File: src/rtl/dmem_arb_pkg.sv
// Shared types and default constants for the data-memory arbiter
// between the CPU MEM stage and the camera pixel writer.
package dmem_arb_pkg;

    typedef enum logic {
        IDLE,
        RD_WAIT
    } arb_state_t;

    typedef enum logic [1:0] {
        GNT_NONE,
        GNT_CPU,
        GNT_CAM
    } arb_gnt_t;

    localparam int DMEM_MEM_LAT    = 1;
    localparam int DMEM_STARVE_MAX = 8;

endpackage

File: src/rtl/dmem_arbiter_sat_counter.sv
// Saturating up-counter with synchronous clear and asynchronous active-low reset.
// Clear has priority over increment.
module sat_counter #(
    parameter int               WIDTH = 8,
    parameter logic [WIDTH-1:0] MAX   = '1
) (
    input  logic             clock,
    input  logic             reset,
    input  logic             i_clear,
    input  logic             i_inc,
    output logic [WIDTH-1:0] o_count
);

    logic [WIDTH-1:0] r_count;

    always_ff @(posedge clock or negedge reset) begin
        if (!reset) begin
            r_count <= '0;
        end else if (i_clear) begin
            r_count <= '0;
        end else if (i_inc && (r_count != MAX)) begin
            r_count <= r_count + WIDTH'(1);
        end
    end

    assign o_count = r_count;

endmodule

File: src/rtl/dmem_arbiter.sv
// Single-port data memory arbiter: CPU has fixed priority, camera gets a forced
// slot after STARVE_MAX refusals. Optional perf counters under DMEM_ARB_PERF_EN.
module dmem_arbiter
    import dmem_arb_pkg::*;
#(
    parameter int DATA_W     = 32,
    parameter int MEM_LAT    = DMEM_MEM_LAT,
    parameter int STARVE_MAX = DMEM_STARVE_MAX
) (
    input  logic              clock,
    input  logic              reset,
    input  logic              cpu_req,
    input  logic              cpu_we,
    input  logic [DATA_W-1:0] cpu_addr,
    input  logic [DATA_W-1:0] cpu_wdata,
    output logic [DATA_W-1:0] cpu_rdata,
    output logic              cpu_stall,
    input  logic              cam_valid,
    input  logic [DATA_W-1:0] cam_addr,
    input  logic [DATA_W-1:0] cam_data,
    output logic              cam_ready,
    output logic              mem_en,
    output logic              mem_we,
    output logic [DATA_W-1:0] mem_addr,
    output logic [DATA_W-1:0] mem_wdata,
    input  logic [DATA_W-1:0] mem_rdata
`ifdef DMEM_ARB_PERF_EN
    ,
    output logic [31:0]       perf_stall_cnt,
    output logic [31:0]       perf_cam_cnt
`endif
);

    localparam logic [2:0] LP_MEM_LAT    = 3'(MEM_LAT);
    localparam logic [7:0] LP_STARVE_MAX = 8'(STARVE_MAX);

    arb_state_t        r_state;
    arb_state_t        w_next_state;
    arb_gnt_t          w_gnt;
    logic [2:0]        r_lat_cnt;
    logic [2:0]        w_lat_next;
    logic [DATA_W-1:0] r_rdata;
    logic [7:0]        w_starve_cnt;
    logic              w_cam_force;
    logic              w_data_cycle;
    logic              w_cam_xfer;

    assign w_cam_force = cam_valid && (w_starve_cnt == LP_STARVE_MAX);

    // Grant decision and next state; everything is held off while reset is low.
    always_comb begin
        w_gnt        = GNT_NONE;
        w_next_state = r_state;
        w_lat_next   = r_lat_cnt;
        w_data_cycle = 1'b0;
        cpu_stall    = 1'b0;
        if (reset) begin
            case (r_state)
                IDLE: begin
                    if (w_cam_force || (cam_valid && !cpu_req)) begin
                        w_gnt     = GNT_CAM;
                        cpu_stall = cpu_req;
                    end else if (cpu_req) begin
                        w_gnt = GNT_CPU;
                        if (!cpu_we) begin
                            cpu_stall    = 1'b1;
                            w_lat_next   = LP_MEM_LAT;
                            w_next_state = RD_WAIT;
                        end
                    end
                end
                RD_WAIT: begin
                    w_lat_next = r_lat_cnt - 3'd1;
                    if (r_lat_cnt > 3'd1) begin
                        cpu_stall = 1'b1;
                    end else begin
                        // Data cycle: cpu_req belongs to the retiring load, so only the camera may go.
                        w_data_cycle = 1'b1;
                        w_next_state = IDLE;
                        if (cam_valid) begin
                            w_gnt = GNT_CAM;
                        end
                    end
                end
                default: w_next_state = IDLE;
            endcase
        end
    end

    // Memory port steering from the grant.
    always_comb begin
        mem_en    = 1'b0;
        mem_we    = 1'b0;
        mem_addr  = '0;
        mem_wdata = '0;
        cam_ready = 1'b0;
        case (w_gnt)
            GNT_CPU: begin
                mem_en    = 1'b1;
                mem_we    = cpu_we;
                mem_addr  = cpu_addr;
                mem_wdata = cpu_we ? cpu_wdata : '0;
            end
            GNT_CAM: begin
                mem_en    = 1'b1;
                mem_we    = 1'b1;
                mem_addr  = cam_addr;
                mem_wdata = cam_data;
                cam_ready = 1'b1;
            end
            default: ;
        endcase
    end

    assign w_cam_xfer = cam_valid && cam_ready;
    assign cpu_rdata  = w_data_cycle ? mem_rdata : r_rdata;

    always_ff @(posedge clock or negedge reset) begin
        if (!reset) begin
            r_state   <= IDLE;
            r_lat_cnt <= '0;
            r_rdata   <= '0;
        end else begin
            r_state   <= w_next_state;
            r_lat_cnt <= w_lat_next;
            if (w_data_cycle) begin
                r_rdata <= mem_rdata;
            end
        end
    end

    sat_counter #(
        .WIDTH (8),
        .MAX   (LP_STARVE_MAX)
    ) u_starve_cnt (
        .clock   (clock),
        .reset   (reset),
        .i_clear (w_cam_xfer),
        .i_inc   (cam_valid && !cam_ready),
        .o_count (w_starve_cnt)
    );

`ifdef DMEM_ARB_PERF_EN
    sat_counter #(
        .WIDTH (32)
    ) u_perf_stall (
        .clock   (clock),
        .reset   (reset),
        .i_clear (1'b0),
        .i_inc   (cpu_stall),
        .o_count (perf_stall_cnt)
    );

    sat_counter #(
        .WIDTH (32)
    ) u_perf_cam (
        .clock   (clock),
        .reset   (reset),
        .i_clear (1'b0),
        .i_inc   (w_cam_xfer),
        .o_count (perf_cam_cnt)
    );
`endif

endmodule
File: config.mk
export PLATFORM = sky130hd
export DESIGN_NAME = dmem_arbiter
export DESIGN_NICKNAME = d
export VERILOG_FILES = /design/src/rtl/dmem_arb_pkg.sv /design/src/rtl/dmem_arbiter_sat_counter.sv /design/src/rtl/dmem_arbiter.sv
export SDC_FILE = /design/constraint.sdc
export NUM_CORES = 1
export LEC_CHECK = 0
export BUFFER_PORTS_ARGS = -buffer_cell sky130_fd_sc_hd__buf_4
export CAP_MARGIN = 10
export CORE_AREA = 2 2 103 105
export DETAILED_ROUTE_END_ITERATION = 7
export DIE_AREA = 0 0 105 107
export PLACE_DENSITY = 0.77
export RECOVER_POWER = 100
export SETUP_SLACK_MARGIN = 0.5
export SLEW_MARGIN = 20
export SYNTH_ARGS = -nofsm -noshare
export SYNTH_HDL_FRONTEND = slang
export SYNTH_SLANG_ARGS = --single-unit
File: constraint.sdc
create_clock -name clock -period 2.95 [get_ports clock]
set_input_delay 0.1475 -clock clock [delete_from_list [all_inputs] [get_ports clock]]
set_output_delay 0.1475 -clock clock [all_outputs]
set_load 0.1 [all_outputs]
==> results.md <==
* Violated checks: max-capacitance violations, max-slew violations, negative setup slack
* First-pass GRT wire length at 23100 um
* Peak Freq at just over 300 MHz
* Worst-path maximum fanout at 7
* Synth Area per Inst at 9.04 um^2
* CTS tree: done
* Via density at 5.21
* Total congestion overflow at 0
* Largest net degree at the start of global routing at 42
* Fin nets at 778
* Critical setup path kind: reg2out
* Antenna violations before repair at 0
* DIE AREA at around 0.011 mm^2
* Endpoint type of the worst setup path: output pin
* Register area share after synthesis at between 30% and 40%
* Post-DP HPWL at 10000 um
* R2r endpoint: u_starve_cnt.o_count[6]
* Wire length per cell at ~21 um
* Pwr per Cell Area at ~900 mW/mm^2
* Clock Sinks at 44
* Startpoint Class: flip-flop
* Worst-Skew Late Latency at approximately 300 ps
* Die Width at around 110 um
* HP Class: in2reg
* Final min period at ~3300 ps
* Synthesized Nets at 485
* Actual slew at the worst max-slew pin at about 2200 ps
* DRC Markers at 0
* End point of the critical path: mem_addr[26]
* Ant diodes at 0
* Tcrit/Tclk final at 110%
* Worst reg2reg startpoint: u_starve_cnt.o_count[0]
* Crit path from: u_starve_cnt.o_count[0]
* Synthesis-stage register bit count at 44
* Maxcap violations at 1
* Final setup vio count at 67
* RSZ-0062 raised after global routing: yes
* Reg-to-reg slack, setup at about 240 ps
* Leak at around 2.9 nW
* Worst Path Arrival at just over 3000 ps
* Max Root-Sink Buffers at 2
* Final hold violation count at 0
* DRT iter0 DRCs at between 200 and 250
* Area Overhead vs Synth at 161%
* DR vias at between 3000 and 4000
* Die Ht at roughly 110 um
* Buffers on Ports at about 260
* Critical Path RT at about 2800 ps
* Ys Warns at 0
* Number of global-route vias before repair at a little over 4000
* Synth cell types at 36
* Reg2reg path depth at 12
* Ys flop type: dfrtp_1
* Register clock-pin slew on the reported worst setup and hold paths at approximately 80 ps
* I/O pin count at 265
* Relative slew slack at -49.4%
* Row cnt at 37
* RD Place Congestion at between 0.8 and 0.9
* Share of post-route cells with drive strength above 1 at approximately 82%
* Place WS at -40.6 ps
* Final instance area at approximately 0.0074 mm^2
* Tot GR Track Use at between 20% and 30%
* Mapped Area at approximately 0.0028 mm^2
* Clock Skew at 3.40 ps
* Starting Density at 28.1%
* Area after DPL at 0.00586 mm^2
* Hold Crit Start: mem_rdata[10]
* CORE AREA at 0.0101 mm^2
* Mapped Cells at 314
* Root Buffer: clkbuf_8
* Routed Antenna Nets at 0
* Asr flop ratio synth at 100%
* EDFF count, synth at 0
* CTS H-tree depth at 2
* Outcome: finished with violations
* CTS buffer count at 5
* TritonRoute pass-1 iters at 5
* VDD IR max at between 1.5 and 2 mV
* Final worst slack at -302 ps
* Slew Limit Fails at 42
* Total Wirelength at approximately 16000 um
-- critical path, stage by stage, from the launching register on --
cell       delay (ps)
dfrtp_1           390
inv_2              80
ha_4              120
or4b_4            470
nor4b_4           340
o21a_2            210
buf_6             100
a22o_4            150
ha_4              180
buf_6             140
clkbuf_16         160
a22oi_2            90
nor2_4            170
buf_12            180
-- Yosys cell counts (2+ instances only) --
master | instances | area, um^2
o2bb2ai_1 | 3 | 26.3
nand4_1 | 2 | 12.5
nor2_1 | 72 | 270
dfrtp_1 | 44 | 1100
nand3b_1 | 4 | 30.0
o21ai_0 | 6 | 30.0
ha_1 | 6 | 75.1
buf_2 | 3 | 15.0
nand2b_1 | 2 | 12.5
nor3_1 | 3 | 15.0
clkbuf_1 | 23 | 86.3
and2_1 | 3 | 18.8
buf_1 | 2 | 7.51
nand2_1 | 7 | 26.3
a211o_1 | 2 | 17.5
a21oi_1 | 3 | 15.0
nand3_1 | 3 | 15.0
a22oi_1 | 66 | 495
o221ai_1 | 2 | 17.5
o21ai_1 | 2 | 10.0
nor2b_1 | 2 | 12.5
inv_1 | 9 | 33.8
mux2_2 | 32 | 360
-- how the worst min path moves through the flow --
stage,slack (ps),end,cells past startpoint
floorplan,-150,r_lat_cnt[0],0
global placement,-20,r_lat_cnt[1],1
CTS,30,r_rdata[9],2
finish,90,r_rdata[10],2
global route,90,r_rdata[12],2
detailed placement,-10,r_lat_cnt[0],1
-- flip-flops by register name, indices dropped and copies added (netlist names) --
signal and flops:
r_rdata 32, u_starve_cnt.o_count 8, r_lat_cnt 3, r_state 1
-- per-stage QoR --
step	total power, W	std cells	utilization [%]	hold slack (ps)	TNS, ps
floorplan	0.00483	314	-	-148	-24790
global placement	0.00568	709	58.1	-19.5	0
detailed placement	0.00575	709	58.1	-13.9	-47.3
CTS	0.00661	738	71.4	26.4	-7570
global route	0.00698	744	73.3	90.4	-22910
finish	0.00674	744	73.3	95.0	-16360
-- area by class of cell --
type / count / area [um^2]
Timing Repair Buffer: 314 / 3500
Fill cell: 616 / 2700
Multi-Input combinational cell: 233 / 2500
Sequential cell: 44 / 1100
Tap cell: 136 / 170
Clock buffer: 6 / 72.6
Inverter: 9 / 37.5
Clock inverter: 2 / 16.3
-- timing repair --
action                                  in CTS  in global routing
endpoints found under the setup margin      73                 76
hold buffers                                 1                  0
hold endpoints to repair                     3                  0
cloned                                       5                  2
gates resized for setup                    239                 25
setup buffers                               15                  4
pin swaps                                   16                 50
-- cell usage in the layout (no fill, tap or decap), types with 3 or more instances in the layout --
cell and instances:
a21oi_1 3, a22oi_1 7, a22oi_2 59, buf_12 75, buf_16 6, buf_4 217
buf_6 10, clkbuf_8 5, dfrtp_1 44, ha_4 3, inv_1 6, mux2_2 32
nand2_1 6, nand3_1 3, nand3b_1 4, nor2_1 6, nor2_4 66, nor3_1 3
o21ai_0 5, o21ai_1 3, o2bb2ai_2 3
-- report_power, final --
| group | internal, W | switching [W] | total, W |
|---|---|---|---|
| clock network | 0.000168 | 0.000207 | 0.000375 |
| registers | 0.000898 | 0.000159 | 0.00106 |
| logic | 0.00164 | 0.00366 | 0.00531 |
-- logic make-up after synthesis --
group	share of synthesized area, %
AO/OA/AOI/OAI	23.8
buffers and inverters	5.02
flip-flops	38.8
multiplexers	13.0
AND/OR/NAND/NOR	16.7
adder cells (fa/ha/maj)	2.64
-- metal layers --
layer	up-vias	global-route usage [%]	wire length (um)
li1	1737	-	-
met1	1862	27.9	5400
met2	214	47.1	8340
met3	60	7.66	1240
met4	0	16.7	1010
met5	-	0	0
Note: power is estimated with default switching activity, not from simulation.
